## src/rtl/sprite_pkg.sv

```systemverilog
// Shared types, default parameters and helpers for the sprite compositor.
package sprite_pkg;

    localparam int DEF_NUM_LAYERS   = 8;
    localparam int DEF_IDX_W        = 4;
    localparam int DEF_BANK_W       = 2;
    localparam int DEF_COLOR_W      = 8;
    localparam int DEF_TRANSP_IDX   = 15;
    localparam int DEF_FLASH_FRAMES = 16;

    localparam int LAYER_W = $clog2(DEF_NUM_LAYERS);

    typedef struct packed {
        logic [DEF_COLOR_W-1:0] r;
        logic [DEF_COLOR_W-1:0] g;
        logic [DEF_COLOR_W-1:0] b;
    } rgb_t;

    typedef logic [DEF_BANK_W+DEF_IDX_W-1:0] pal_addr_t;

    // Counter width that never collapses to zero bits.
    function automatic int clog2_min1(input int n);
        return (n > 1) ? $clog2(n) : 1;
    endfunction

endpackage

```

## src/rtl/sprite_compositor_prio.sv

```systemverilog
// Priority encoder: picks the highest-numbered opaque layer.
module layer_priority_enc
    import sprite_pkg::*;
#(
    parameter int NUM_LAYERS = DEF_NUM_LAYERS,
    parameter int WIN_W      = $clog2(DEF_NUM_LAYERS)
) (
    input  logic [NUM_LAYERS-1:0] opaque,
    output logic                  hit,
    output logic [WIN_W-1:0]      winner
);

    // Scan upward so the last (highest) opaque layer overwrites lower ones.
    always_comb begin
        hit    = 1'b0;
        winner = '0;
        for (int i = 0; i < NUM_LAYERS; i++) begin
            if (opaque[i]) begin
                hit    = 1'b1;
                winner = WIN_W'(i);
            end
        end
    end

endmodule

```

## src/rtl/sprite_compositor.sv

```systemverilog
// Layer compositor: opaque test, priority resolve and multi-bank palette
// lookup with frame-synchronous palette flashing. Fixed latency of 3.
module sprite_compositor
    import sprite_pkg::*;
#(
    parameter int NUM_LAYERS   = DEF_NUM_LAYERS,
    parameter int IDX_W        = DEF_IDX_W,
    parameter int BANK_W       = DEF_BANK_W,
    parameter int COLOR_W      = DEF_COLOR_W,
    parameter int TRANSP_IDX   = DEF_TRANSP_IDX,
    parameter int FLASH_FRAMES = DEF_FLASH_FRAMES
) (
    input  logic                           Clk,
    input  logic                           Reset_n,
    input  logic                           pix_valid_in,
    input  logic                           blank_in,
    input  logic                           frame_start,
    input  logic [NUM_LAYERS-1:0]          layer_en,
    input  logic [NUM_LAYERS*IDX_W-1:0]    layer_idx,
    input  logic [NUM_LAYERS*BANK_W-1:0]   layer_bank,
    input  logic [NUM_LAYERS-1:0]          layer_flash,
    input  logic                           pal_we,
    input  logic [BANK_W+IDX_W-1:0]        pal_waddr,
    input  logic [3*COLOR_W-1:0]           pal_wdata,
    output logic [COLOR_W-1:0]             VGA_R,
    output logic [COLOR_W-1:0]             VGA_G,
    output logic [COLOR_W-1:0]             VGA_B,
    output logic                           pix_valid_out,
    output logic                           hit_any,
    output logic [$clog2(NUM_LAYERS)-1:0]  hit_layer
);

    localparam int HIT_W     = $clog2(NUM_LAYERS);
    localparam int ADDR_W    = BANK_W + IDX_W;
    localparam int PAL_DEPTH = 1 << ADDR_W;
    localparam int RGB_W     = 3 * COLOR_W;
    localparam int FC_W      = clog2_min1(FLASH_FRAMES);

    logic [FC_W-1:0]              flash_cnt;
    logic                         flash_phase;

    logic [RGB_W-1:0]             pal_mem [PAL_DEPTH];

    logic [NUM_LAYERS-1:0]        opaque_d;
    logic [NUM_LAYERS*BANK_W-1:0] bank_d;

    logic [NUM_LAYERS-1:0]        s1_opaque;
    logic [NUM_LAYERS*BANK_W-1:0] s1_bank;
    logic [NUM_LAYERS*IDX_W-1:0]  s1_idx;
    logic                         s1_valid;
    logic                         s1_active;

    logic                         enc_hit;
    logic [HIT_W-1:0]             enc_win;
    logic [ADDR_W-1:0]            s2_addr_d;

    logic [ADDR_W-1:0]            s2_addr;
    logic                         s2_hit;
    logic [HIT_W-1:0]             s2_layer;
    logic                         s2_valid;
    logic                         s2_active;

    logic [RGB_W-1:0]             rgb_q;

    // Frame counter; the phase flips every FLASH_FRAMES frame pulses.
    always_ff @(posedge Clk or negedge Reset_n) begin
        if (!Reset_n) begin
            flash_cnt   <= '0;
            flash_phase <= 1'b0;
        end else if (frame_start) begin
            if (flash_cnt == FC_W'(FLASH_FRAMES - 1)) begin
                flash_cnt   <= '0;
                flash_phase <= ~flash_phase;
            end else begin
                flash_cnt <= flash_cnt + 1'b1;
            end
        end
    end

    // Palette storage; a read on the write edge still sees the old entry.
    always_ff @(posedge Clk or negedge Reset_n) begin
        if (!Reset_n) begin
            for (int i = 0; i < PAL_DEPTH; i++) begin
                pal_mem[i] <= '0;
            end
        end else if (pal_we) begin
            pal_mem[pal_waddr] <= pal_wdata;
        end
    end

    // Per-layer opaque test and flash-adjusted bank from the raw inputs.
    always_comb begin
        opaque_d = '0;
        bank_d   = '0;
        for (int i = 0; i < NUM_LAYERS; i++) begin
            opaque_d[i] = layer_en[i] &&
                          (layer_idx[i*IDX_W +: IDX_W] != IDX_W'(TRANSP_IDX));
            bank_d[i*BANK_W +: BANK_W] = layer_bank[i*BANK_W +: BANK_W] ^
                                         BANK_W'(flash_phase & layer_flash[i]);
        end
    end

    // Stage 1: capture the pixel slot.
    always_ff @(posedge Clk or negedge Reset_n) begin
        if (!Reset_n) begin
            s1_opaque <= '0;
            s1_bank   <= '0;
            s1_idx    <= '0;
            s1_valid  <= 1'b0;
            s1_active <= 1'b0;
        end else begin
            s1_opaque <= opaque_d;
            s1_bank   <= bank_d;
            s1_idx    <= layer_idx;
            s1_valid  <= pix_valid_in;
            s1_active <= pix_valid_in & ~blank_in;
        end
    end

    layer_priority_enc #(
        .NUM_LAYERS (NUM_LAYERS),
        .WIN_W      (HIT_W)
    ) u_prio (
        .opaque (s1_opaque),
        .hit    (enc_hit),
        .winner (enc_win)
    );

    // Palette address of the winner, or the bank-0 transparent entry as background.
    always_comb begin
        s2_addr_d = {BANK_W'(0), IDX_W'(TRANSP_IDX)};
        if (enc_hit) begin
            s2_addr_d = {s1_bank[int'(enc_win)*BANK_W +: BANK_W],
                         s1_idx[int'(enc_win)*IDX_W +: IDX_W]};
        end
    end

    // Stage 2: register the resolved winner and palette address.
    always_ff @(posedge Clk or negedge Reset_n) begin
        if (!Reset_n) begin
            s2_addr   <= '0;
            s2_hit    <= 1'b0;
            s2_layer  <= '0;
            s2_valid  <= 1'b0;
            s2_active <= 1'b0;
        end else begin
            s2_addr   <= s2_addr_d;
            s2_hit    <= s1_active & enc_hit;
            s2_layer  <= (s1_active && enc_hit) ? enc_win : '0;
            s2_valid  <= s1_valid;
            s2_active <= s1_active;
        end
    end

    // Stage 3: palette read into the output register; inactive slots are black.
    always_ff @(posedge Clk or negedge Reset_n) begin
        if (!Reset_n) begin
            rgb_q         <= '0;
            hit_any       <= 1'b0;
            hit_layer     <= '0;
            pix_valid_out <= 1'b0;
        end else begin
            rgb_q         <= s2_active ? pal_mem[s2_addr] : '0;
            hit_any       <= s2_hit;
            hit_layer     <= s2_layer;
            pix_valid_out <= s2_valid;
        end
    end

    assign VGA_R = rgb_q[RGB_W-1 -: COLOR_W];
    assign VGA_G = rgb_q[2*COLOR_W-1 -: COLOR_W];
    assign VGA_B = rgb_q[COLOR_W-1:0];

endmodule

```

## config.mk

```make
export PLATFORM = sky130hd
export DESIGN_NAME = sprite_compositor
export DESIGN_NICKNAME = d
export VERILOG_FILES = /design/src/rtl/sprite_pkg.sv /design/src/rtl/sprite_compositor_prio.sv /design/src/rtl/sprite_compositor.sv
export SDC_FILE = /design/constraint.sdc
export NUM_CORES = 2
export LEC_CHECK = 0
export BUFFER_PORTS_ARGS = -buffer_cell sky130_fd_sc_hd__buf_2
export CAP_MARGIN = 20
export CORE_MARGIN = 4
export CORE_UTILIZATION = 35
export DETAILED_ROUTE_END_ITERATION = 16
export SYNTH_ARGS = -nofsm -noshare
export SYNTH_HDL_FRONTEND = slang
export SYNTH_SLANG_ARGS = --single-unit
export TNS_END_PERCENT = 1
```

## constraint.sdc

```tcl
create_clock -name Clk -period 2.3 [get_ports Clk]
set_input_delay 0.23 -clock Clk [delete_from_list [all_inputs] [get_ports Clk]]
set_output_delay 0.23 -clock Clk [all_outputs]
set_load 0.02 [all_outputs]
```

==> flow_metrics.tcl <==
set metrics [dict create \
    gp_congestion 0.793 \
    dp_cells 7538 \
    worst_pin_slew_ns 1.06 \
    synthTopCellsByArea "dfrtp_1, mux2_2, mux4_2" \
    antenna_found_initial 15 \
    hp-class "in2reg" \
    io_buffers 128 \
    hold_depth 3 \
    p_comb_frac 0.185 \
    die_w_um 465 \
    ir_drop_mv 0.586 \
    core_um2 208000 \
    drive_above_1_share 0.572 \
    r2r_end "rgb_q[15]$_DFF_PN0_" \
    via_per_inst 5.36 \
    period_needed_ns 2.50 \
    p_clk_frac 0.375 \
    synth.ff_latch_count 1640 \
    seq_power_share 0.440 \
    setup_tns_ns -2.49 \
    yosysTopAreaCell "dfrtp_1" \
    cts.clk_slew.worst_paths_ns 0.06 \
    hp-start "pal_wdata[8]" \
    cts_sinks 1640 \
    synthTopCellsByCount "dfrtp_1, mux2_2, mux4_2" \
    drt-wirelength-per-cell_um 26.1 \
    violations "setup timing" \
    htree_levels 4 \
    swShare 0.264 \
    fin_ws_ns -0.196 \
    grt_pass1_wl_um 314000 \
    fin_skew_ns 0.0344 \
    clockRootBuffer "clkbuf_16" \
    pre_cts_ws_ns -0.523 \
    gr-total-overflow 0 \
    netlist_instances 4629 \
    synth_edf_count 0 \
    num_vias 42800 \
    yosys_warnings 0 \
    fill_cells 18500 \
    yosysSeqAreaShare 0.560 \
    ys_types 54 \
    reg2reg_depth 10 \
    multi_input_area_um2 30700 \
    yosysTopAreaCellShare 0.560 \
    finalHoldViolCount 0 \
    fp-row-count 167 \
    powerDensity_nw_per_um2 893 \
    final_antenna_net_count 0 \
    firstDrtPassIters 5 \
    die-area_um2 217000 \
    final_cells 7972 \
    grt_max_degree 140 \
    regArea_um2 41100 \
    clock_latency_ns 0.80 \
    crit_type "reg2reg" \
    final_core_util 0.425 \
    finalNetCount 5128 \
    grt_pass1_vias 46400 \
    ff2ff_setup_slack_ns -0.20 \
    holdWs_ns 0.0445 \
    p_int_mw 58.1 \
    die-height_um 465 \
    routed_wl_um 208000 \
    rsz0062_at_grt "yes" \
    synthFlopType "dfrtp_1" \
    finalSetupViolCount 23 \
    cp_max_fo 7 \
    reg2reg_from "s2_addr[0]$_DFF_PN0_" \
    clockBufferDepth 3 \
    min_delay_worst_endpoint "pal_mem[1496]$_DFFE_PN0P_" \
    boundaryPins 129 \
    worstSetupStartpointType "register" \
    postSynthAreaPerCell_um2 15.8 \
    leakagePower_nw 40.3 \
    power.switching_mw 20.8 \
    cp_data_arrival_time_ns 3.17 \
    synthArstFlopShare 1.00 \
    grt_usage 0.193 \
    synth_area_um2 73200 \
    slew_viol_final 0 \
    start_util 0.353 \
    post-synth-top-count-cell "dfrtp_1" \
    fmax_mhz 401 \
    status "finished, violations left" \
    max_slew_margin 0.297 \
    cts_inserted_buffers 178 \
    drc_errors 0 \
    drtIter0Drc 3060 \
    syn_to_final_growth_pct 20.6 \
    fin_crit_sh 1.09 \
    max-cap-violations 0 \
    crit_path_end_kind "register" \
    cts_tree "done" \
    post-dp-hpwl_um 132000 \
    syn_nets 4730 \
    cp.required_ns 2.98 \
]
[routing by layer]
metal / global-route usage / routed length (um) / vias to the layer above
met5: 0 / 56 / -
met4: 0.0545 / 5190 / 10
met3: 0.0399 / 11800 / 300
met2: 0.310 / 99300 / 1021
met1: 0.265 / 92000 / 23400
li1: - / - / 18000
[state kept, by name, summed over array words and instances (netlist names)]
register and cells:
s2_active 1, s2_layer 3, s1_valid 1, hit_layer 3
s1_active 1, s2_hit 1, hit_any 1, s2_valid 1
s1_idx 32, flash_phase 1, flash_cnt 4, rgb_q 24
s1_bank 16, s1_opaque 8, pix_valid_out 1, s2_addr 6
pal_mem 1536
[worst max-delay path by stage]
stage | end | from | depth (start not counted) | slack (ns)
floorplan | rgb_q[15]$_DFF_PN0_ | s2_addr[0]$_DFF_PN0_ | 10 | 0.25
global placement | rgb_q[21]$_DFF_PN0_ | s2_addr[0]$_DFF_PN0_ | 7 | -1.07
detailed placement | rgb_q[0]$_DFF_PN0_ | s2_addr[0]$_DFF_PN0_ | 7 | -0.52
CTS | rgb_q[15]$_DFF_PN0_ | s2_addr[0]$_DFF_PN0_ | 10 | -0.16
global route | rgb_q[15]$_DFF_PN0_ | s2_addr[0]$_DFF_PN0_ | 10 | -0.24
finish | rgb_q[15]$_DFF_PN0_ | s2_addr[0]$_DFF_PN0_ | 10 | -0.20
[timing repair]
action,in CTS,in global routing
hold buffers,72,0
hold endpoints to repair,1604,0
gates resized for setup,101,44
cloned,7,0
pin swaps,16,13
setup buffers,21,0
endpoints found under the setup margin,24,24
[power groups by stage]
| stage | registers, mW | logic, mW | clock network, mW |
|---|---|---|---|
| after floorplan | 34.4 | 8.67 | 0 |
| after global placement | 35.0 | 13.5 | 0 |
| after detailed placement | 35.2 | 13.7 | 0 |
| after CTS | 34.7 | 14.5 | 30.3 |
| after global routing | 35.1 | 15.6 | 31.5 |
| final | 34.7 | 14.6 | 29.6 |
[area by class of cell]
type	instances	share of cell area
Antenna cell	8	0.000227
Clock buffer	262	0.0589
Clock inverter	67	0.0101
Inverter	12	0.000510
Multi-Input combinational cell	2518	0.348
Sequential cell	1640	0.465
Tap cell	2788	0.0395
Timing Repair Buffer	677	0.0783
[logic make-up (layout without fill, tap and decap cells)]
logic type               count (synthesis)  count (layout)  synth area share
multiplexers                          1996            1996             0.365
AND/OR/NAND/NOR                        264             264            0.0177
other                                    0               8                 0
AO/OA/AOI/OAI                          247             247            0.0237
adder cells (fa/ha/maj)                  1               1          0.000171
flip-flops                            1640            1640             0.560
XOR/XNOR                                10              10           0.00120
buffers and inverters                  471            1018            0.0318
[through the flow]
step                total power [mW]  cell area, um^2
floorplan                       43.1            73200
global placement                48.5            80400
detailed placement              48.9            80400
CTS                             79.4            88100
global route                    82.2            88300
finish                          78.9            88300
[worst max-delay path, stage by stage (launching register included)]
cell and delay [ns]:
dfrtp_4 0.51, buf_12 0.18, buf_12 0.16, buf_12 0.12, buf_6 0.10, mux4_2 0.54, nand2_1 0.08, o211ai_1 0.09
a221oi_2 0.34, buf_4 0.19, o41ai_2 0.05
[cells in the final DEF, fill, tap and decap left out, types with 56 or more instances in the layout]
master,synthesis,final
buf_12,4,134
buf_2,135,129
buf_4,42,315
clkbuf_16,0,180
dfrtp_1,1640,1636
dlygate4sd3_1,0,72
mux2_2,1538,1538
mux2i_1,71,63
mux4_2,387,387
nand2_1,69,66
o22ai_1,69,56
No activity file was read; power rests on OpenSTA's default activity.
